<file path="src/rtl/turtle_clock_control.sv">
// Clock-enable / reset sequencer for the turtle CPU: input sync, button debounce, free-run divider, manual step.
// Optional halt input is compiled in when TURTLE_CLK_HALT_EN is defined.
module turtle_clock_control #(
    parameter int DEBOUNCE_CYCLES   = 200000,
    parameter int AUTO_DIV          = 1,
    parameter int RESET_HOLD_CYCLES = 16
) (
    input  logic        clk,
    input  logic        reset,
    input  logic        manual_clk_sw,
    input  logic        pulse_clk_btn,
`ifdef TURTLE_CLK_HALT_EN
    input  logic        halt,
`endif
    output logic        cpu_reset_n,
    output logic        cpu_clk_en,
    output logic [15:0] step_count
);
    localparam int DB_W   = $clog2(DEBOUNCE_CYCLES + 1);
    localparam int HOLD_W = $clog2(RESET_HOLD_CYCLES + 1);
    localparam int DIV_W  = (AUTO_DIV > 1) ? $clog2(AUTO_DIV) : 1;

    localparam logic [DB_W-1:0]   DB_MAX    = DB_W'(DEBOUNCE_CYCLES);
    localparam logic [HOLD_W-1:0] HOLD_LAST = HOLD_W'(RESET_HOLD_CYCLES - 1);
    localparam logic [DIV_W-1:0]  DIV_LAST  = DIV_W'(AUTO_DIV - 1);

    logic              sw_meta, sw_sync;
    logic              btn_meta, btn_sync;
    logic              btn_level, btn_prev;
    logic [DB_W-1:0]   db_cnt;
    logic [HOLD_W-1:0] hold_cnt;
    logic [DIV_W-1:0]  div_cnt;
    logic              halt_r;
    logic              free_run;
    logic              manual_step;

`ifdef TURTLE_CLK_HALT_EN
    always_ff @(posedge clk or posedge reset) begin
        if (reset) halt_r <= 1'b0;
        else       halt_r <= halt;
    end
`else
    assign halt_r = 1'b0;
`endif

    always_ff @(posedge clk or posedge reset) begin
        if (reset) begin
            sw_meta  <= 1'b0;
            sw_sync  <= 1'b0;
            btn_meta <= 1'b0;
            btn_sync <= 1'b0;
        end else begin
            sw_meta  <= manual_clk_sw;
            sw_sync  <= sw_meta;
            btn_meta <= pulse_clk_btn;
            btn_sync <= btn_meta;
        end
    end

    // Level is accepted only after it has differed for DEBOUNCE_CYCLES edges and still differs on the next.
    always_ff @(posedge clk or posedge reset) begin
        if (reset) begin
            db_cnt    <= '0;
            btn_level <= 1'b0;
            btn_prev  <= 1'b0;
        end else begin
            if (btn_sync == btn_level) begin
                db_cnt <= '0;
            end else if (db_cnt == DB_MAX) begin
                btn_level <= btn_sync;
                db_cnt    <= '0;
            end else begin
                db_cnt <= db_cnt + 1'b1;
            end
            btn_prev <= btn_level;
        end
    end

    always_ff @(posedge clk or posedge reset) begin
        if (reset) begin
            hold_cnt    <= '0;
            cpu_reset_n <= 1'b0;
        end else if (!cpu_reset_n) begin
            hold_cnt <= hold_cnt + 1'b1;
            if (hold_cnt == HOLD_LAST) cpu_reset_n <= 1'b1;
        end
    end

    // Edge register follows the debounced level in both modes, so entering manual mode with the button held is silent.
    assign free_run    = cpu_reset_n && !sw_sync && !halt_r;
    assign manual_step = cpu_reset_n && sw_sync && btn_level && !btn_prev;

    always_ff @(posedge clk or posedge reset) begin
        if (reset) begin
            div_cnt    <= '0;
            cpu_clk_en <= 1'b0;
            step_count <= '0;
        end else begin
            if (!free_run || div_cnt == DIV_LAST) div_cnt <= '0;
            else                                   div_cnt <= div_cnt + 1'b1;

            cpu_clk_en <= (free_run && div_cnt == DIV_LAST) || manual_step;

            if (!cpu_reset_n)    step_count <= '0;
            else if (cpu_clk_en) step_count <= step_count + 1'b1;
        end
    end
endmodule

</file>
<file path="config.mk">
export PLATFORM = sky130hd
export DESIGN_NAME = turtle_clock_control
export DESIGN_NICKNAME = d
export VERILOG_FILES = /design/src/rtl/turtle_clock_control.sv
export SDC_FILE = /design/constraint.sdc
export NUM_CORES = 1
export LEC_CHECK = 0
export CELL_PAD_IN_SITES_DETAIL_PLACEMENT = 1
export CELL_PAD_IN_SITES_GLOBAL_PLACEMENT = 1
export CORE_UTILIZATION = 44
export CTS_CLUSTER_SIZE = 40
export DETAILED_ROUTE_END_ITERATION = 7
export PLACE_DENSITY_LB_ADDON = 0.12
export SLEW_MARGIN = 20
export SYNTH_ARGS = -nofsm -noshare
export SYNTH_HDL_FRONTEND = slang
export SYNTH_SLANG_ARGS = --single-unit
</file>
<file path="constraint.sdc">
create_clock -name clk -period 2.1 [get_ports clk]
set_clock_uncertainty 0.1 [all_clocks]
set_input_delay 0.42 -clock clk [delete_from_list [all_inputs] [get_ports clk]]
set_output_delay 0.42 -clock clk [all_outputs]
set_load 0.01 [all_outputs]
</file>
# Word level (Yosys, flattened, before mapping)

Index checks and enable logic that the tools add are counted.
Widths: inputs -> output; s select.

Input bits: 4
Bits in registers: 48
Output and inout bits: 18
Word-level logic and storage cells: 40

Reductions and logical operators: 11
$add $sub $neg: 4
Eq/ne operators: 4
Multiplexer cells: 7
Bitwise logic cells: 2

Operator list:

| cell                  | number |
|---|---|
| $mux 18               | 2 |
| $mux 16               | 2 |
| $add 18x1->18 const B | 1 |
| $eq 18x18->1 const B  | 1 |
| $add 16x1->16 const B | 1 |
| $add 5x1->5 const B   | 1 |
| $eq 5x4->1 const B    | 1 |
| $logic_and 1x1->1     | 5 |
| $logic_not 1->1       | 3 |
| $mux 1                | 3 |
| $logic_or 1x1->1      | 2 |
| $ne 2x1->1 const B    | 1 |
| $not 1->1             | 2 |
| $reduce_and 2->1      | 1 |
| $add 1x1->1 const B   | 1 |
| $eq 1x1->1            | 1 |

# Depth between registers and ports, before layout

Word-level depth: 5
Gate-level depth with buffers: 7
Mapped depth without buffers: 6

# Worst setup path before layout

OpenSTA, ideal clock, no wires.

Path type: flip-flop to flip-flop
Start point: register db_cnt[15]
End point: register btn_level
Setup time: 0.125 ns
Stages on the path, launching flop included: 5
Data arrival time: 1.712 ns
Clock period less this slack: 1.936 ns
Data required time: 1.875 ns
Path slack: 0.164 ns
Cells stage by stage: dfrtp_1 > or4b_1 > or3_4 > nor2_1 > mux2_2

Cells in the longest elaborated chain, start to end: 2

RTL lines:

| element                           | line | source |
|---|---|---|
| from (decl)                       | 30   | `logic [DB_W-1:0] db_cnt;` |
| from (signal assigned)            | 73   | `db_cnt <= db_cnt + 1'b1;` |
| $eq 18x18->1                      | 69   | `end else if (db_cnt == DB_MAX) begin` |
| $reduce_and 2->1 (no source line) | -    |  |
| to (signal assigned)              | 70   | `btn_level <= btn_sync;` |
| to (decl)                         | 29   | `logic btn_level, btn_prev;` |

Every way passes these cells.
A chain may end at the register's enable or synchronous reset.

# Worst setup path after layout

Ends and elaborated chain as after synthesis.

==> summary.txt <==
Pwr
  – Leakage: 1.11 nW
  – Maximum vdd ir drop: 0.000481 V
  – Power Dens Cells: 747 nW/um2

Run status
  – Run status: finished clean

Synthesis
  – Post-Synth Adder-Cell Area: 0.0281
  – Mean Syn Cell Area: 10.3 um2
  – Compound-Gate Fraction of Synth Area: 0.0703
  – Synthesized net count: 225
  – Cells after synthesis: 216
  – Syn. warnings: 0
  – Ranking of synthesized cells by area: dfrtp_1, xnor2_1, nor2_1, nand4_1, ha_1
  – Xor and xnor area share after synthesis: 0.0944
  – Largest family of logic cells by synthesized area: simple AND/OR/NAND/NOR gates
  – Seq cells post-synth: 48
  – Yosys top cell by area: dfrtp_1
  – Netlist cell types: 33
  – Synth Area in Simple Gates: 0.218
  – Area share of the largest cell type after synthesis: 0.540
  – Multiplexer share of the synthesized area: 0.0191
  – Sequential share of the synthesized area: 0.540
  – Post-Synthesis Cell Area: 2230 um2

Worst setup path
  – CP required: 2180 ps
  – Crit path DAT: 2100 ps
  – Worst-case reg-to-reg path depth: 4
  – Max FO, Critical Path: 4
  – Setup crit end kind: flop
  – WS Path Type: reg2reg
  – Worst Setup Start Kind: flop

CTS
  – Root Buffer: clkbuf_8
  – CTS Buf Count: 5
  – Post-CTS Setup Repair Bufs: 0
  – Post-CTS Hold Buffers: 0
  – CTS Buffer Depth: 2
  – H-tree depth: 2
  – Post-cts sizing count: 0
  – Worst-path clk slew: 80 ps
  – Clk_lat worst skew: 300 ps
  – CTS tree: built
  – Sinks on Clock Net: 48

STA
  – Setup violators final: 0
  – Setup_tns: 0 ps
  – Final hold vios: 0
  – Max-slew violations: 0
  – RSZ-0062 raised after global routing: false
  – Setup slack after layout: 82.7 ps
  – Period Utilization, post-route: 0.961
  – Tmin final: 2020 ps
  – F_max: 496 MHz

Route
  – Via density: 5.36
  – WL met2: 2500 um
  – Final ANT Viol Nets: 0
  – # DRC: 0
  – Via count: 1666
  – Pre-antenna DRT Iters: 4
  – Met3 WL: 151 um
  – Met1 WL: 1930 um
  – WL/cell: 15.0 um
  – Top Layer Used: met4
  – DR iter-0 viols: 65
  – WL final: 4660 um

Cells and area
  – Layout cells sized above 1: 0.0779
  – Core Util, Final: 0.556
  – Nets: 252
  – Fill cells: 536
  – Most frequent cells in the layout: dfrtp_1, nor2_1, clkdlybuf4s50_1, xnor2_1
  – Commonest non-fill, non-tap cell in the layout: dfrtp_1
  – Post-route insts no fill: 311
  – Diodes inserted: 0
  – Layout area overhead: 19.5%

Floorplanning
  – Row cnt: 25
  – Total die area: 5350 um2
  – Die Height: 73.1 um
  – Die X: 73.1 um
  – Initial core utilization: 0.465
  – IO Count: 22
  – Core footprint: 4790 um2

Flow run
  – Max Cap Viol: 0

Place
  – HPWL after DPL: 3470 um
  – Placed cells: 303
  – Worst slack, placed: 79.8 ps
  – Gpl congestion: 0.778
  – PortBufs: 21

GRT
  – First-pass GRT wire length: 8060 um
  – Initial antenna violation count: 0
  – Gr usage total: 0.201
  – Vias in the first global route: 1690
  – Largest net degree at the start of global routing: 31
  – Grt ovf: 0

Worst hold path
  – HP Class: reg2reg
  – Hold Crit Depth: 0
-- sequential cells by signal, summed over array words and instances, names as in the netlist --
name         flops
db_cnt          18
step_count      16
hold_cnt         5
btn_level        1
btn_meta         1
btn_prev         1
btn_sync         1
cpu_clk_en       1
cpu_reset_n      1
div_cnt          1
sw_meta          1
sw_sync          1
-- cells in the mapped netlist --
master / count
o21ai_0: 6
a21oi_1: 10
mux2i_1: 2
o221a_2: 1
o31ai_1: 4
buf_6: 1
or4_1: 4
xnor2_1: 18
mux2_2: 2
and2_1: 2
clkbuf_1: 5
and3_1: 1
conb_1: 1
xor2_1: 6
inv_1: 9
nand2b_1: 1
or4b_1: 1
or2_2: 1
and4_1: 1
o21ai_4: 1
nor4_1: 5
dfrtp_1: 48
nand4_1: 12
o211a_1: 1
nor2_1: 31
or3_1: 6
or3_4: 1
nor3_1: 4
nand3_1: 12
ha_1: 5
o22a_1: 1
nand4b_1: 1
nand2_1: 12
-- metal layers --
layer | global-route usage | vias up
met4 | 0.0566 | 0
met5 | 0 | -
met3 | 0.0428 | 9
met1 | 0.227 | 835
li1 | - | 799
met2 | 0.377 | 23
-- final timing paths --
path | startpoint | to | slack [ps]
worst max-delay path | db_cnt[15] | btn_level | 80
worst min-delay path | sw_meta | sw_sync | 250
worst max register to register | db_cnt[15] | btn_level | 80
worst min register to register | sw_meta | sw_sync | 250
max in group asynchronous | reset | div_cnt | 1060
min in group asynchronous | reset | cpu_reset_n | 330
-- cell type report --
type	instances	area [um2]	share of cell area
Inverter	9	33.8	0.0127
Clock inverter	2	35.0	0.0132
Timing Repair Buffer	26	273	0.103
Multi-Input combinational cell	153	961	0.361
Tap cell	67	83.8	0.0315
Sequential cell	48	1200	0.452
Clock buffer	6	72.6	0.0273
-- worst max-delay path, stage by stage (launching register included) --
cell     delay [ps]
dfrtp_1         420
or4b_1          530
or3_4           400
nor2_1          120
mux2_2          340
-- per-stage QoR --
stage	total power, mW	hold slack (ps)	cell area (um2)
floorplan	1.21	231	2230
global placement	1.34	233	2550
detailed placement	1.37	238	2550
CTS	2.01	258	2660
global route	2.08	261	2660
finish	1.99	253	2660
-- cells by family after synthesis --
family / count (synthesis)
muxes: 4
DFF: 48
other: 1
AOI/OAI and AO/OA: 24
and+or+nand+nor: 95
adders and majority gates: 5
buffers and inverters: 15
xor gates and xnor gates: 24
-- where the power goes --
group	internal [mW]	total, mW	switching, mW
clock network	0.353	0.647	0.293
registers	0.978	1.05	0.0694
logic	0.149	0.292	0.143
No activity file was read; power rests on OpenSTA's default activity.
